[src/rtl/ddr_mode_pkg.sv]
// Shared types and width helpers for the channel read/write mode controller.
// Optional MODE_STATS_EN adds statistics counters in channel_rw_mode_ctrl.
package ddr_mode_pkg;

    typedef enum logic [1:0] {
        MODE_READ,
        MODE_RD2WR,
        MODE_WRITE,
        MODE_WR2RD
    } mode_state_e;

    function automatic int total_w(input int depth, input int nrank);
        return $clog2(depth) + $clog2(nrank);
    endfunction

    function automatic int cnt_w(input int a, input int b, input int c);
        int m;
        m = a;
        if (b > m) m = b;
        if (c > m) m = c;
        return $clog2(m + 1);
    endfunction

endpackage

[src/rtl/queue_occupancy_sum.sv]
// Sums a per-rank queue occupancy array into one channel total.
// Optional MODE_STATS_EN does not affect this block.
module queue_occupancy_sum
    import ddr_mode_pkg::*;
#(
    parameter int NUMRANK = 4,
    parameter int DEPTH   = 8,
    localparam int CW     = $clog2(DEPTH),
    localparam int TW     = total_w(DEPTH, NUMRANK)
) (
    input  logic [NUMRANK-1:0][CW-1:0] i_cnt,
    output logic [TW-1:0]              o_total
);

    logic [TW-1:0] w_sum;

    always_comb begin
        w_sum = '0;
        for (int i = 0; i < NUMRANK; i++) begin
            w_sum = w_sum + TW'(i_cnt[i]);
        end
    end

    assign o_total = w_sum;

endmodule

[src/rtl/channel_rw_mode_ctrl.sv]
// Channel READ/WRITE mode FSM with turnaround windows and write-burst bound.
// Define MODE_STATS_EN to add switchCount / starveExitCount outputs.
module channel_rw_mode_ctrl
    import ddr_mode_pkg::*;
#(
    parameter int NUMRANK            = 4,
    parameter int READCMDQUEUEDEPTH  = 8,
    parameter int WRITECMDQUEUEDEPTH = 8,
    parameter int WR_HIGH_WM         = 12,
    parameter int WR_LOW_WM          = 4,
    parameter int WR_BURST_MAX       = 16,
    parameter int T_RD2WR            = 4,
    parameter int T_WR2RD            = 6,
    localparam int RCW  = $clog2(READCMDQUEUEDEPTH),
    localparam int WCW  = $clog2(WRITECMDQUEUEDEPTH)
) (
    input  logic                       clk,
    input  logic                       rst,
    input  logic [NUMRANK-1:0][RCW-1:0] readReqCnt,
    input  logic [NUMRANK-1:0][WCW-1:0] writeReqCnt,
    input  logic                       cmdIssued,
    output logic                       writeMode,
    output logic                       turnaroundBusy,
    output logic                       modeSwitch
`ifdef MODE_STATS_EN
    ,
    output logic [15:0]                switchCount,
    output logic [15:0]                starveExitCount
`endif
);

    localparam int RTW  = total_w(READCMDQUEUEDEPTH, NUMRANK);
    localparam int WTW  = total_w(WRITECMDQUEUEDEPTH, NUMRANK);
    localparam int CNTW = cnt_w(T_RD2WR, T_WR2RD, WR_BURST_MAX);

    generate
        if (!(WR_LOW_WM < WR_HIGH_WM)) begin : g_err_wm
            $error("WR_LOW_WM must be below WR_HIGH_WM");
        end
        if (WR_HIGH_WM > NUMRANK * (WRITECMDQUEUEDEPTH - 1)) begin : g_err_hi
            $error("WR_HIGH_WM unreachable");
        end
        if (T_RD2WR < 1 || T_WR2RD < 1) begin : g_err_t
            $error("turnaround times must be at least 1");
        end
    endgenerate

    logic [RTW-1:0]  w_rd_total;
    logic [WTW-1:0]  w_wr_total;
    logic [CNTW-1:0] w_burst_nxt;
    logic            w_cond_a;
    logic            w_cond_b;
    logic            w_cond_c;
    logic            w_rd_exit;
    logic            w_wr_exit;

    mode_state_e     r_state;
    logic [CNTW-1:0] r_tcnt;
    logic [CNTW-1:0] r_burst;
    logic            r_write_mode;
    logic            r_busy;
    logic            r_mode_switch;

    queue_occupancy_sum #(
        .NUMRANK (NUMRANK),
        .DEPTH   (READCMDQUEUEDEPTH)
    ) u_rd_sum (
        .i_cnt   (readReqCnt),
        .o_total (w_rd_total)
    );

    queue_occupancy_sum #(
        .NUMRANK (NUMRANK),
        .DEPTH   (WRITECMDQUEUEDEPTH)
    ) u_wr_sum (
        .i_cnt   (writeReqCnt),
        .o_total (w_wr_total)
    );

    always_comb begin
        w_burst_nxt = r_burst;
        if (cmdIssued && r_burst != CNTW'(WR_BURST_MAX)) begin
            w_burst_nxt = r_burst + CNTW'(1);
        end
        w_cond_a  = (w_wr_total == '0);
        w_cond_b  = (w_rd_total != '0) && (w_wr_total <= WTW'(WR_LOW_WM));
        w_cond_c  = (w_rd_total != '0) && (w_burst_nxt == CNTW'(WR_BURST_MAX));
        w_wr_exit = w_cond_a || w_cond_b || w_cond_c;
        w_rd_exit = (w_wr_total >= WTW'(WR_HIGH_WM)) ||
                    ((w_rd_total == '0) && (w_wr_total != '0));
    end

    always_ff @(posedge clk) begin
        if (rst) begin
            r_state       <= MODE_READ;
            r_tcnt        <= '0;
            r_burst       <= '0;
            r_write_mode  <= 1'b0;
            r_busy        <= 1'b0;
            r_mode_switch <= 1'b0;
        end else begin
            r_mode_switch <= 1'b0;
            unique case (r_state)
                MODE_READ: begin
                    if (w_rd_exit) begin
                        r_state <= MODE_RD2WR;
                        r_busy  <= 1'b1;
                        r_tcnt  <= CNTW'(T_RD2WR - 1);
                    end
                end
                MODE_RD2WR: begin
                    if (r_tcnt == '0) begin
                        r_state       <= MODE_WRITE;
                        r_busy        <= 1'b0;
                        r_write_mode  <= 1'b1;
                        r_mode_switch <= 1'b1;
                        r_burst       <= '0;
                    end else begin
                        r_tcnt <= r_tcnt - CNTW'(1);
                    end
                end
                MODE_WRITE: begin
                    r_burst <= w_burst_nxt;
                    if (w_wr_exit) begin
                        r_state <= MODE_WR2RD;
                        r_busy  <= 1'b1;
                        r_tcnt  <= CNTW'(T_WR2RD - 1);
                    end
                end
                MODE_WR2RD: begin
                    if (r_tcnt == '0) begin
                        r_state       <= MODE_READ;
                        r_busy        <= 1'b0;
                        r_write_mode  <= 1'b0;
                        r_mode_switch <= 1'b1;
                    end else begin
                        r_tcnt <= r_tcnt - CNTW'(1);
                    end
                end
                default: r_state <= MODE_READ;
            endcase
        end
    end

    assign writeMode      = r_write_mode;
    assign turnaroundBusy = r_busy;
    assign modeSwitch     = r_mode_switch;

`ifdef MODE_STATS_EN
    logic        w_switch;
    logic        w_starve;
    logic [15:0] r_switch_cnt;
    logic [15:0] r_starve_cnt;

    assign w_switch = (r_state == MODE_RD2WR || r_state == MODE_WR2RD) &&
                      (r_tcnt == '0);
    assign w_starve = (r_state == MODE_WRITE) && w_cond_c &&
                      !w_cond_a && !w_cond_b;

    always_ff @(posedge clk) begin
        if (rst) begin
            r_switch_cnt <= '0;
            r_starve_cnt <= '0;
        end else begin
            if (w_switch && r_switch_cnt != 16'hFFFF) begin
                r_switch_cnt <= r_switch_cnt + 16'd1;
            end
            if (w_starve && r_starve_cnt != 16'hFFFF) begin
                r_starve_cnt <= r_starve_cnt + 16'd1;
            end
        end
    end

    assign switchCount     = r_switch_cnt;
    assign starveExitCount = r_starve_cnt;
`endif

`ifndef SYNTHESIS
    // Grants must be held off while the bus turns around.
    always_ff @(posedge clk) begin
        if (!rst && r_busy) begin
            assert (!cmdIssued);
        end
    end
`endif

endmodule
[config.mk]
export PLATFORM = sky130hd
export DESIGN_NAME = channel_rw_mode_ctrl
export DESIGN_NICKNAME = d
export VERILOG_FILES = /design/src/rtl/ddr_mode_pkg.sv /design/src/rtl/queue_occupancy_sum.sv /design/src/rtl/channel_rw_mode_ctrl.sv
export SDC_FILE = /design/constraint.sdc
export NUM_CORES = 1
export LEC_CHECK = 0
export BUFFER_PORTS_ARGS = -buffer_cell sky130_fd_sc_hd__buf_2
export CORE_ASPECT_RATIO = 1.75
export CORE_MARGIN = 4
export CORE_UTILIZATION = 31
export DETAILED_ROUTE_END_ITERATION = 10
export SYNTH_ARGS = -nofsm -noshare
export SYNTH_HDL_FRONTEND = slang
export SYNTH_SLANG_ARGS = --single-unit
[constraint.sdc]
create_clock -name clk -period 8.4 [get_ports clk]
set_input_delay 1.26 -clock clk [delete_from_list [all_inputs] [get_ports clk]]
set_output_delay 1.26 -clock clk [all_outputs]
set_load 0.02 [all_outputs]
# == Word-level counts from Yosys, hierarchy flattened ==
# Cells that the tools add are included.
# Widths: inputs -> output; s select.
# word_totals
register_bits,15
in_bits,27
wordCells,69
# op_classes
add_sub_neg,8
magnitude_cmp,2
n_eq_ne,11
n_mux,19
n_bitwise,1
n_reduce_logical,22
# ops
cell,n
$mux 5,5
$add 5x3->5,4
$logic_not 5->1,3
$pmux 5 s3,1
$ne 2x2->1 const B,5
$pmux 5 s2,1
$reduce_bool 5->1,2
$reduce_and 3->1,3
$add 3x3->4,2
$mux 2,4
$pmux 2 s4,1
$add 5x1->5 const B,1
$eq 5x5->1 const B,1
$ge 5x4->1 const B,1
$le 5x3->1 const B,1
$mux 1,5
$ne 5x5->1 const B,1
$sub 5x1->5 const B,1
$eq 2x2->1 const B,2
$logic_and 1x1->1,4
$reduce_and 4->1,1
$reduce_bool 2->1,2
$reduce_or 2->1,2
$logic_or 1x1->1,3
7 further kinds,7

# == Depth between registers and ports, before layout ==
# depth
depth_word,9
mapped_depth,13
ltp_nobuf,13

# == Cells and area by module ==
# Synthesis repeated with hierarchy kept, for this count alone.
# hier_totals
hier_cells,161
hier_area_um2,1412.6
# modules_own_cells
mod,n_inst,cells_per_inst,area_per_inst_um2,seq_area_each_um2
channel_rw_mode_ctrl,1,117,967.2,300.3
queue_occupancy_sum,2,22,222.7,0.0

# == Worst setup path before layout ==
# Ideal clock, no wire load.
# synth_path
path_kind,in2reg
startpoint,in readReqCnt[0] in the netlist's numbering
endpoint,reg r_busy (netlist: turnaroundBusy)
t_arrival_ns,4.363
setup_slack_ns,3.920
cell_stages,13
path_cell_list,ha_1 > fa_1 > inv_1 > fa_1 > inv_1 > ha_1 > fa_1 > and3b_1 > o211a_2 > maj3_2 > nor2_2 > o211ai_1 > a32o_1
# synth_via
elab_chain_cells,9
# synth_lines
item,line_no,source
from (decl),channel_rw_mode_ctrl.sv:19,"input logic [NUMRANK-1:0][RCW-1:0] readReqCnt,"
$add 3x3->4 (*),queue_occupancy_sum.sv:20,w_sum = w_sum + TW'(i_cnt[i]);
$add 5x3->5 (*) (2 in series),queue_occupancy_sum.sv:20,
$reduce_bool 5->1,"channel_rw_mode_ctrl.sv:86, channel_rw_mode_ctrl.sv:87",
$logic_and 1x1->1,channel_rw_mode_ctrl.sv:86,w_cond_b = (w_rd_total != '0) && (w_wr_total <= WTW'(WR_LOW_WM));
$logic_or 1x1->1 (2 in series),channel_rw_mode_ctrl.sv:88,w_wr_exit = w_cond_a || w_cond_b || w_cond_c;
$ne 2x2->1 (no source line),n/a,
$reduce_and 3->1 (no source line) (*),n/a,
to (signal assigned),channel_rw_mode_ctrl.sv:99,r_busy <= 1'b0;
to (signal assigned),channel_rw_mode_ctrl.sv:107,r_busy <= 1'b1;
to (signal assigned),channel_rw_mode_ctrl.sv:114,r_busy <= 1'b0;
to (decl),channel_rw_mode_ctrl.sv:61,logic r_busy;
# Mark *: on every way between the ends. The rest lies on a longest branch, timed or not.
# A chain may end at the register's enable or synchronous reset.

# == Worst setup path after layout ==
# layout_path
startpoint,in readReqCnt[0] in the netlist's numbering
endpoint,reg r_tcnt[1]
# layout_via
elab_chain_cells,9
# layout_lines
item,line_no,source
$add 3x3->4 (*),queue_occupancy_sum.sv:20,
$add 5x3->5 (*) (2 in series),queue_occupancy_sum.sv:20,
$reduce_bool 5->1,"channel_rw_mode_ctrl.sv:86, channel_rw_mode_ctrl.sv:87",
$logic_and 1x1->1,channel_rw_mode_ctrl.sv:86,
$logic_or 1x1->1 (2 in series),channel_rw_mode_ctrl.sv:88,
$ne 2x2->1 (no source line),n/a,
$reduce_and 3->1 (no source line) (*),n/a,
to (signal assigned),channel_rw_mode_ctrl.sv:108,r_tcnt <= CNTW'(T_RD2WR - 1);
to (signal assigned),channel_rw_mode_ctrl.sv:119,r_tcnt <= r_tcnt - CNTW'(1);
to (signal assigned),channel_rw_mode_ctrl.sv:127,r_tcnt <= CNTW'(T_WR2RD - 1);
to (decl),channel_rw_mode_ctrl.sv:58,logic [CNTW-1:0] r_tcnt;
# Marked as above.

==> impl_metrics.toml <==
[global_routing]
grt-ovfl-total = 0
grt.total_usage = 0.1199
grt_busiest_layer = "met2"
grt_use_met2 = 0.2340
antenna_found_initial = 0
grt_max_degree = 14
grt_pass1_wl_um = 5920
grt_pass1_vias = 1423
met3_usage = 0.01128
grt_use_met1 = 0.1188

[sta]
hold_violations = 0
maxSlewHeadroom = 0.6538
min_period_over_period = 0.5400
rsz0062_at_grt = "false"
tns_ps = 0
tightest_slew_ps = 517.1
report.final.slew_viol_count = 0
whs_ps = 481.2
finalCriticalPeriod_ps = 4536
max_freq_ghz = 0.2205
final.setup_skew_ps = 1.885
setup_violations = 0

[clock_tree]
path_clk_slew_ps = 60
cts_sinks = 15
cts-buffers-inserted = 3
clk_latency_ps = 240
cts-resized-gates = 0
cts_max_level = 1
root_buffer = "clkbuf_8"
cts_tree = "built"
clockBufferDepth = 2
cts_hold_buf = 0
cts_setup_buffers = 0

[worst_setup_path]
r2r_end = "turnaroundBusy$_SDFFE_PP0P_"
critPathMaxFanout = 6
endpoint_kind = "register"
r2r-start = "r_burst[0]$_SDFFE_PP0P_"
path_class = "primary input to register"
startpoint_type = "primary input"
reg2reg_depth = 8
regToRegSetupSlack_ps = 6230
crit_start = "readReqCnt[0]"
cp.arrival_ps = 4710
worst_ep_required_time_ps = 8580

[power]
power_leakage_nw = 0.8561
p_per_area_nw_per_um2 = 245.1
peakVddDrop_v = 0.0001257

[detailed_routing]
drt-initial-drc-count = 62
vias = 1378
via_per_inst = 5.220
ant_nets = 0
routed_wl_um = 3413
first_pass_iters = 4
route.detailed.drc = 0
wl_per_cell_um = 12.93

[worst_hold_path]
min_path_cells = 2
hold_path_class = "register to register"
min-delay-start = "r_tcnt[4]$_SDFFE_PP0P_"
worstHoldEndpoint = "r_tcnt[4]$_SDFFE_PP0P_"

[placement]
portBuffers = 29
routabilityCongestion = 0.8896
dpl.hpwl_um = 2913
place_area_um2 = 1787

[logic_synthesis]
synth_cell_types = 53
syn_nets = 237
syn_inst = 180
synth_edf_count = 0
ys_ff_latch = 15
yosysSeqAreaShare = 0.1894
synth_ff_type = "dfxtp_1"
async_flop_share = 0
syn_avg_cell_area_um2 = 8.807
yosysWarningCount = 0
netlist_area_um2 = 1585

[final_layout]
diodes = 0
syn_to_final_growth_pct = 15.55
final_cell_area_um2 = 1832
final_cell_mix = "inv_1 (29), buf_2 (29), ha_1 (20)"
final_layout_size_suffix_gt1_frac = 0.2000
fin_nets = 268

[floorplan]
rows = 34
dieArea_um2 = 6367
die_h_um = 102.6
ios = 30
core-area_um2 = 4977
dieWidth_um = 62.06
start_util = 0.3185

[run]
cap_viol_max_count = 0

[status]
status = "finished, final reports clean"
-- critical path, stage by stage --
cell and delay [ps]:
buf_2 100, ha_1 220, fa_1 480, inv_1 50, fa_1 470, inv_1 40
ha_1 220, fa_1 450, nor4_1 270, o211a_2 310, maj3_2 210, nor2_2 60
o21ai_1 360, mux2i_1 220
-- cells in the mapped netlist (all sizes together), types with 3 or more instances --
cell,n,share of area
a21oi,9,0.028
inv,29,0.069
mux2i,5,0.032
nand2,9,0.021
nand4,3,0.012
a21o,8,0.038
dfxtp,15,0.19
o31ai,3,0.026
nor2,16,0.039
nor3,6,0.019
fa,10,0.13
o21ai,3,0.0095
clkbuf,3,0.0071
ha,20,0.16
-- where the power goes --
group | internal (W) | total (W) | switching [W]
clock | 0.0000335 | 0.0000581 | 0.0000245
sequential | 0.0000893 | 0.000108 | 0.0000192
combinational | 0.000123 | 0.000282 | 0.000160
-- per-stage QoR --
stage / util / instances / total power [W] / setup WS (ps)
6_report: 0.3680 / 264 / 0.0004489 / 3864
2_1_floorplan: - / 180 / 0.0003253 / 3920
5_1_grt: 0.3680 / 264 / 0.0004953 / 3698
4_1_cts: 0.3680 / 264 / 0.0004547 / 3845
3_3_place_gp: 0.3590 / 260 / 0.0003924 / 3621
3_5_place_dp: 0.3590 / 260 / 0.0003938 / 3583
-- routing by layer --
| layer | vias up | wire (um) |
|---|---|---|
| met3 | 8 | 113 |
| met4 | 0 | 97 |
| met2 | 30 | 1964 |
| li1 | 695 | - |
| met1 | 645 | 1237 |
| met5 | - | 0 |
-- logic make-up after synthesis --
logic type               after synthesis  synth area share
XOR/XNOR                               2           0.01105
AND/OR/NAND/NOR                       51            0.1776
flip-flops                            15            0.1894
multiplexers                           5           0.03157
buffers and inverters                 32           0.07577
AO/OA/AOI/OAI                         44            0.2234
adder cells (fa/ha/maj)               31            0.2912
-- cell type report --
cell class,count,area [um2]
Inverter,29,108.9
Tap cell,54,67.56
Multi-Input combinational cell,133,1165
Fill cell,536,3146
Clock buffer,4,45.04
Timing Repair Buffer,29,145.1
Sequential cell,15,300.3
-- registers in the layout, summed over array words and instances, names as in the netlist --
register and count:
modeSwitch 1, r_burst 5, r_state 2, r_tcnt 5
turnaroundBusy 1, writeMode 1
-- how the worst max path moves through the flow --
stage,slack (ps),endpoint
3_3_place_gp,3620,r_tcnt[1]$_SDFFE_PP0P_
4_1_cts,3850,r_tcnt[1]$_SDFFE_PP0P_
6_report,3860,r_tcnt[1]$_SDFFE_PP0P_
2_1_floorplan,3920,turnaroundBusy$_SDFFE_PP0P_
5_1_grt,3700,turnaroundBusy$_SDFFE_PP0P_
3_5_place_dp,3580,r_tcnt[1]$_SDFFE_PP0P_
Power figures use the tool's default switching activity.
